## src/rtl/div_pwm_pkg.sv

```systemverilog
// Shared defaults and helpers for the div_clk-driven PWM generator.
package div_pwm_pkg;

   localparam int CNT_W_DEF  = 8;
   localparam int PERIOD_DEF = 10;

   function automatic int clamp_duty(input int duty, input int period);
      return (duty > period) ? period : duty;
   endfunction

   function automatic bit period_ok(input int cnt_w, input int period);
      return (period >= 2) && (period < (1 << cnt_w));
   endfunction

endpackage

```

## src/rtl/rise_edge_det.sv

```systemverilog
// Rising-edge detector for an already-synchronous level.
module rise_edge_det (
   input  logic clk,
   input  logic reset,
   input  logic sig,
   input  logic en,
   output logic step
);

   logic sig_q;

   // Reset high so a level that is already high at release is not an edge.
   always_ff @(posedge clk or posedge reset) begin
      if (reset) sig_q <= 1'b1;
      else       sig_q <= sig;
   end

   assign step = en & sig & ~sig_q;

endmodule

```

## src/rtl/div_pwm_gen.sv

```systemverilog
// PWM generator clocked by rising edges of the divider output level.
module div_pwm_gen
   import div_pwm_pkg::*;
#(
   parameter int CNT_W  = CNT_W_DEF,
   parameter int PERIOD = PERIOD_DEF
) (
   input  logic             clk_in,
   input  logic             reset,
   input  logic             div_clk,
   input  logic             en,
   input  logic [CNT_W-1:0] duty_in,
   input  logic             duty_valid,
   output logic             duty_ready,
   output logic             pwm_out,
   output logic             period_start,
   output logic [CNT_W-1:0] duty_active
);

   if (!period_ok(CNT_W, PERIOD)) begin : g_bad_period
      $error("div_pwm_gen: PERIOD out of range for CNT_W");
   end

   localparam logic [CNT_W-1:0] LAST = CNT_W'(PERIOD - 1);

   logic             step;
   logic             wrap;
   logic             accept;
   logic             pending;
   logic [CNT_W-1:0] cnt;
   logic [CNT_W-1:0] shadow;
   logic [CNT_W-1:0] cnt_n;
   logic [CNT_W-1:0] duty_n;
   logic [CNT_W-1:0] shadow_n;
   logic             pending_n;
   logic             ps_n;
   logic             pwm_n;

   rise_edge_det u_edge (
      .clk   (clk_in),
      .reset (reset),
      .sig   (div_clk),
      .en    (en),
      .step  (step)
   );

   assign duty_ready = ~pending;
   assign accept     = duty_valid & duty_ready;
   assign wrap       = step & (cnt == LAST);

   // Pending is applied before the accept, so an accept in a wrap cycle waits.
   always_comb begin
      cnt_n     = cnt;
      duty_n    = duty_active;
      shadow_n  = shadow;
      pending_n = pending;
      ps_n      = 1'b0;
      if (!en) begin
         cnt_n = '0;
         if (pending) begin
            duty_n    = shadow;
            pending_n = 1'b0;
         end
      end else if (step) begin
         cnt_n = wrap ? '0 : cnt + 1'b1;
         if (wrap) begin
            ps_n = 1'b1;
            if (pending) begin
               duty_n    = shadow;
               pending_n = 1'b0;
            end
         end
      end
      if (accept) begin
         shadow_n  = CNT_W'(clamp_duty(int'(duty_in), PERIOD));
         pending_n = 1'b1;
      end
      pwm_n = en & (cnt_n < duty_n);
   end

   always_ff @(posedge clk_in or posedge reset) begin
      if (reset) begin
         cnt          <= '0;
         duty_active  <= '0;
         shadow       <= '0;
         pending      <= 1'b0;
         pwm_out      <= 1'b0;
         period_start <= 1'b0;
      end else begin
         cnt          <= cnt_n;
         duty_active  <= duty_n;
         shadow       <= shadow_n;
         pending      <= pending_n;
         pwm_out      <= pwm_n;
         period_start <= ps_n;
      end
   end

endmodule

```

## config.mk

```make
export PLATFORM = sky130hd
export DESIGN_NAME = div_pwm_gen
export DESIGN_NICKNAME = d
export VERILOG_FILES = /design/src/rtl/div_pwm_pkg.sv /design/src/rtl/rise_edge_det.sv /design/src/rtl/div_pwm_gen.sv
export SDC_FILE = /design/constraint.sdc
export NUM_CORES = 1
export LEC_CHECK = 0
export CORE_ASPECT_RATIO = 1.2
export CORE_UTILIZATION = 52
export CTS_CLUSTER_SIZE = 12
export DETAILED_ROUTE_END_ITERATION = 6
export PLACE_DENSITY = 0.78
export SLEW_MARGIN = 20
export SYNTH_ARGS = -nofsm -noshare
export SYNTH_HDL_FRONTEND = slang
export SYNTH_HIERARCHICAL = 1
export SYNTH_SLANG_ARGS = --single-unit
```

## constraint.sdc

```tcl
create_clock -name clk_in -period 3.8 [get_ports clk_in]
set_input_delay 0.57 -clock clk_in [delete_from_list [all_inputs] [get_ports clk_in]]
set_output_delay 0.57 -clock clk_in [all_outputs]
set_load 0.01 [all_outputs]
```

==> impl_results.md <==
- CTS tree: done
- Die width: 50.4 microns
- Hpwl dp: 1990 microns
- Worst skew pair latency: 330 ps
- Syn-to-layout area delta: 20.5%
- Layout cells sized above 1: 9.80%
- Max Buffers Root-to-Sink: 2
- Final Net Count: 176
- Slew HR: 38.6%
- CTS root buffer: clkbuf_4
- Detailed Route WL: 2600 microns
- Initial Util: 56.1%
- PortBufs: 23
- Die height: 60.1 microns
- WS Path Type: input port to register
- Postcts setup bufs: 0
- Site row count: 20
- Fmax: 0.308 GHz
- Finished Layout Cells: 186
- Top_reg_cell synth: dfrtp_1
- Endpoint class of the critical path: register
- CP max stage delay: 560 ps
- I/O Pins: 24
- Grt met1 use: 26.7%
- Cell family with most CP delay: compound AO/OA/AOI/OAI gates
- Core box area: 0.00260 sq mm
- Clock sinks: 28
- Syn Inst Count: 130
- Worst Setup EP: pwm_out
- Hold Crit Class: register to register
- H-tree Lvls: 1
- Placer Congestion: 0.772
- Routed WL per cell: 14.0 microns
- Gr ovfl total: 0
- Syn nets: 152
- Skew final: 4.37 ps
- Worst r2r src: u_edge/sig_q
- Total die area: 0.00303 sq mm
- Largest net degree at the start of global routing: 28
- CP startpoint: en
- Crit start category: input port
- Crit Path Max Fanout: 14
- Final Setup Violations: 0
- First-pass GRT wire length: 4710 microns
- Final Cycle Share: 85.4%
- Placed insts: 182
- Critical-path top delay cell: clkdlybuf4s50_1
- Maxcap violations: 0
- Final Hold Vio Count: 0
- CP bufs+invs: 1
- Vias per inst: 5.59
- Ys Warns: 6
- M2 GR Usage: 36.8%
- Worst path arrival time: 3510 ps
- Most frequent cells in the layout: dfrtp_1, clkdlybuf4s50_1, nand2_1
- DR DRC count: 0
- Worst-Margin Slew: 916 ps
- GRT Max-Usage Layer: met2
- Initial DRC count: 14
- Syn Area/Cell: 11.2 sq um
- Worst Reg-to-Reg Cells: 10
- Initial antenna violation count: 0
- Post-route ant nets: 0
- Vias in the first global route: 1,084
- Slew Limit Fails: 0
- Most common cell after layout, fill and taps aside: dfrtp_1
- Count of flip-flops with a built-in enable after synthesis: 0
- Clock transition at path regs: 140 ps
- RSZ-0062 raised after global routing: no
- Ordered list of cells on the worst path: clkdlybuf4s50_1 -> and3b_1 -> and4bb_1 -> a21bo_4 -> nand2_4 -> mux2i_1 -> ha_1 -> a21o_1 -> a221oi_1 -> o211ai_1 -> o2bb2ai_1
- # diodes: 0
- Asr flop ratio synth: 100%
- PwrDens: 390 mW/mm^2
- WP data required: 4070 ps
- Sequential area share after synthesis: 48.1%
- Status: completed
- Period minus WS final: 3240 ps
- Final core occ: 67.6%
- Synth Register Bits: 28
- Critical path depth in cells: 11
- Met3 Resource Use GR: 1.53%
- Hold_buf cts: 0
- Post-CTS resize count: 0
- Setup TNS: 0 ps
- DR pass1 iterations: 4
- Leakage: 0.835 nW
- Reg2Reg Capture Point: pwm_out
- Synth Cell Area: 0.00146 sq mm
- Via count: 1,039
- Yosys cell types: 38
- Peak VDD IR: 0.396 mV
- Internal reg-to-reg setup slack: 850 ps
- Gr usage total: 20.8%
- Inserted Clock Buffers: 3
registers in the layout, summed over array words and instances, names as in the netlist:
name and count:
duty_active 8, shadow 8, pending 1, cnt 8, period_start 1, pwm_out 1, u_edge/sig_q 1
layer usage:
metal	part of all wire, %	wire [microns]
met5	0	0
met4	1.1	29
met3	3.0	77
met2	51	1330
met1	45	1160
worst reg2reg max path, cell delays in order (launching register included):
cell       delay (ps)
dfstp_2           550
and3b_1           260
and4bb_1          270
a21bo_4           280
nand2_4           220
mux2i_1           260
ha_1              280
and3_1            170
a221oi_1          320
o211ai_1          140
o2bb2ai_1         160
power by group:
group | leakage (nW) | total, W | internal [W] | switching, W
clock | 0.0279 | 0.000192 | 0.000107 | 0.0000854
sequential | 0.371 | 0.000344 | 0.000324 | 0.0000199
combinational | 0.436 | 0.000150 | 0.0000861 | 0.0000639
Yosys cell counts (all sizes together), types with 2 or more instances:
| library cell | n | share of area (%) |
|---|---|---|
| o21a | 2 | 1.0 |
| inv | 7 | 1.8 |
| o21ai | 7 | 2.4 |
| mux2i | 7 | 4.8 |
| ha | 9 | 7.7 |
| mux2 | 7 | 6.2 |
| nand4 | 2 | 0.86 |
| dfrtp | 27 | 46 |
| xnor2 | 2 | 1.2 |
| nand2 | 12 | 3.6 |
| nand2b | 2 | 0.86 |
| nor2 | 6 | 1.5 |
| or3 | 2 | 0.86 |
| o211ai | 2 | 1.0 |
| buf | 3 | 1.5 |
| and3 | 2 | 0.86 |
| xor2 | 3 | 1.8 |
| nand3 | 2 | 0.69 |
| a211oi | 2 | 1.0 |
| a21oi | 4 | 1.4 |
| and2 | 6 | 2.6 |
kinds of logic after synthesis:
kind of cell / Yosys count / synth area share (%)
DFF: 28 / 48.1
xor gates and xnor gates: 5 / 3.00
adders and majority gates: 9 / 7.71
AOI/OAI and AO/OA: 23 / 10.6
and+or+nand+nor: 40 / 16.1
muxes: 14 / 11.0
buffers and inverters: 11 / 3.51
metrics by stage:
stage	worst slack [ps]	hold slack, ps	cell area (sq um)	total power [W]
final	557	496	1760	0.000686
after global routing	414	548	1760	0.000724
after CTS	580	505	1760	0.000696
after detailed placement	227	472	1710	0.000502
after global placement	365	466	1710	0.000500
after floorplan	977	441	1460	0.000434
area by class of cell:
type	instances	area, sq um
flip-flops and latches	28	702
clock inverters	1	30.0
inverters	7	26.3
multi-input cells	91	707
repair buffers	23	230
fillers	209	843
well taps	33	41.3
clock buffers	3	22.5
how the worst min path moves through the flow:
stage / startpoint / to / slack (ps) / cells after the start
floorplan: shadow[0] / shadow[0] / 440 / 2
global placement: shadow[0] / shadow[0] / 470 / 2
detailed placement: shadow[0] / shadow[0] / 470 / 2
CTS: shadow[0] / shadow[0] / 510 / 2
global route: shadow[0] / shadow[0] / 550 / 2
finish: shadow[0] / shadow[0] / 500 / 2
Power figures use the tool's default switching activity.
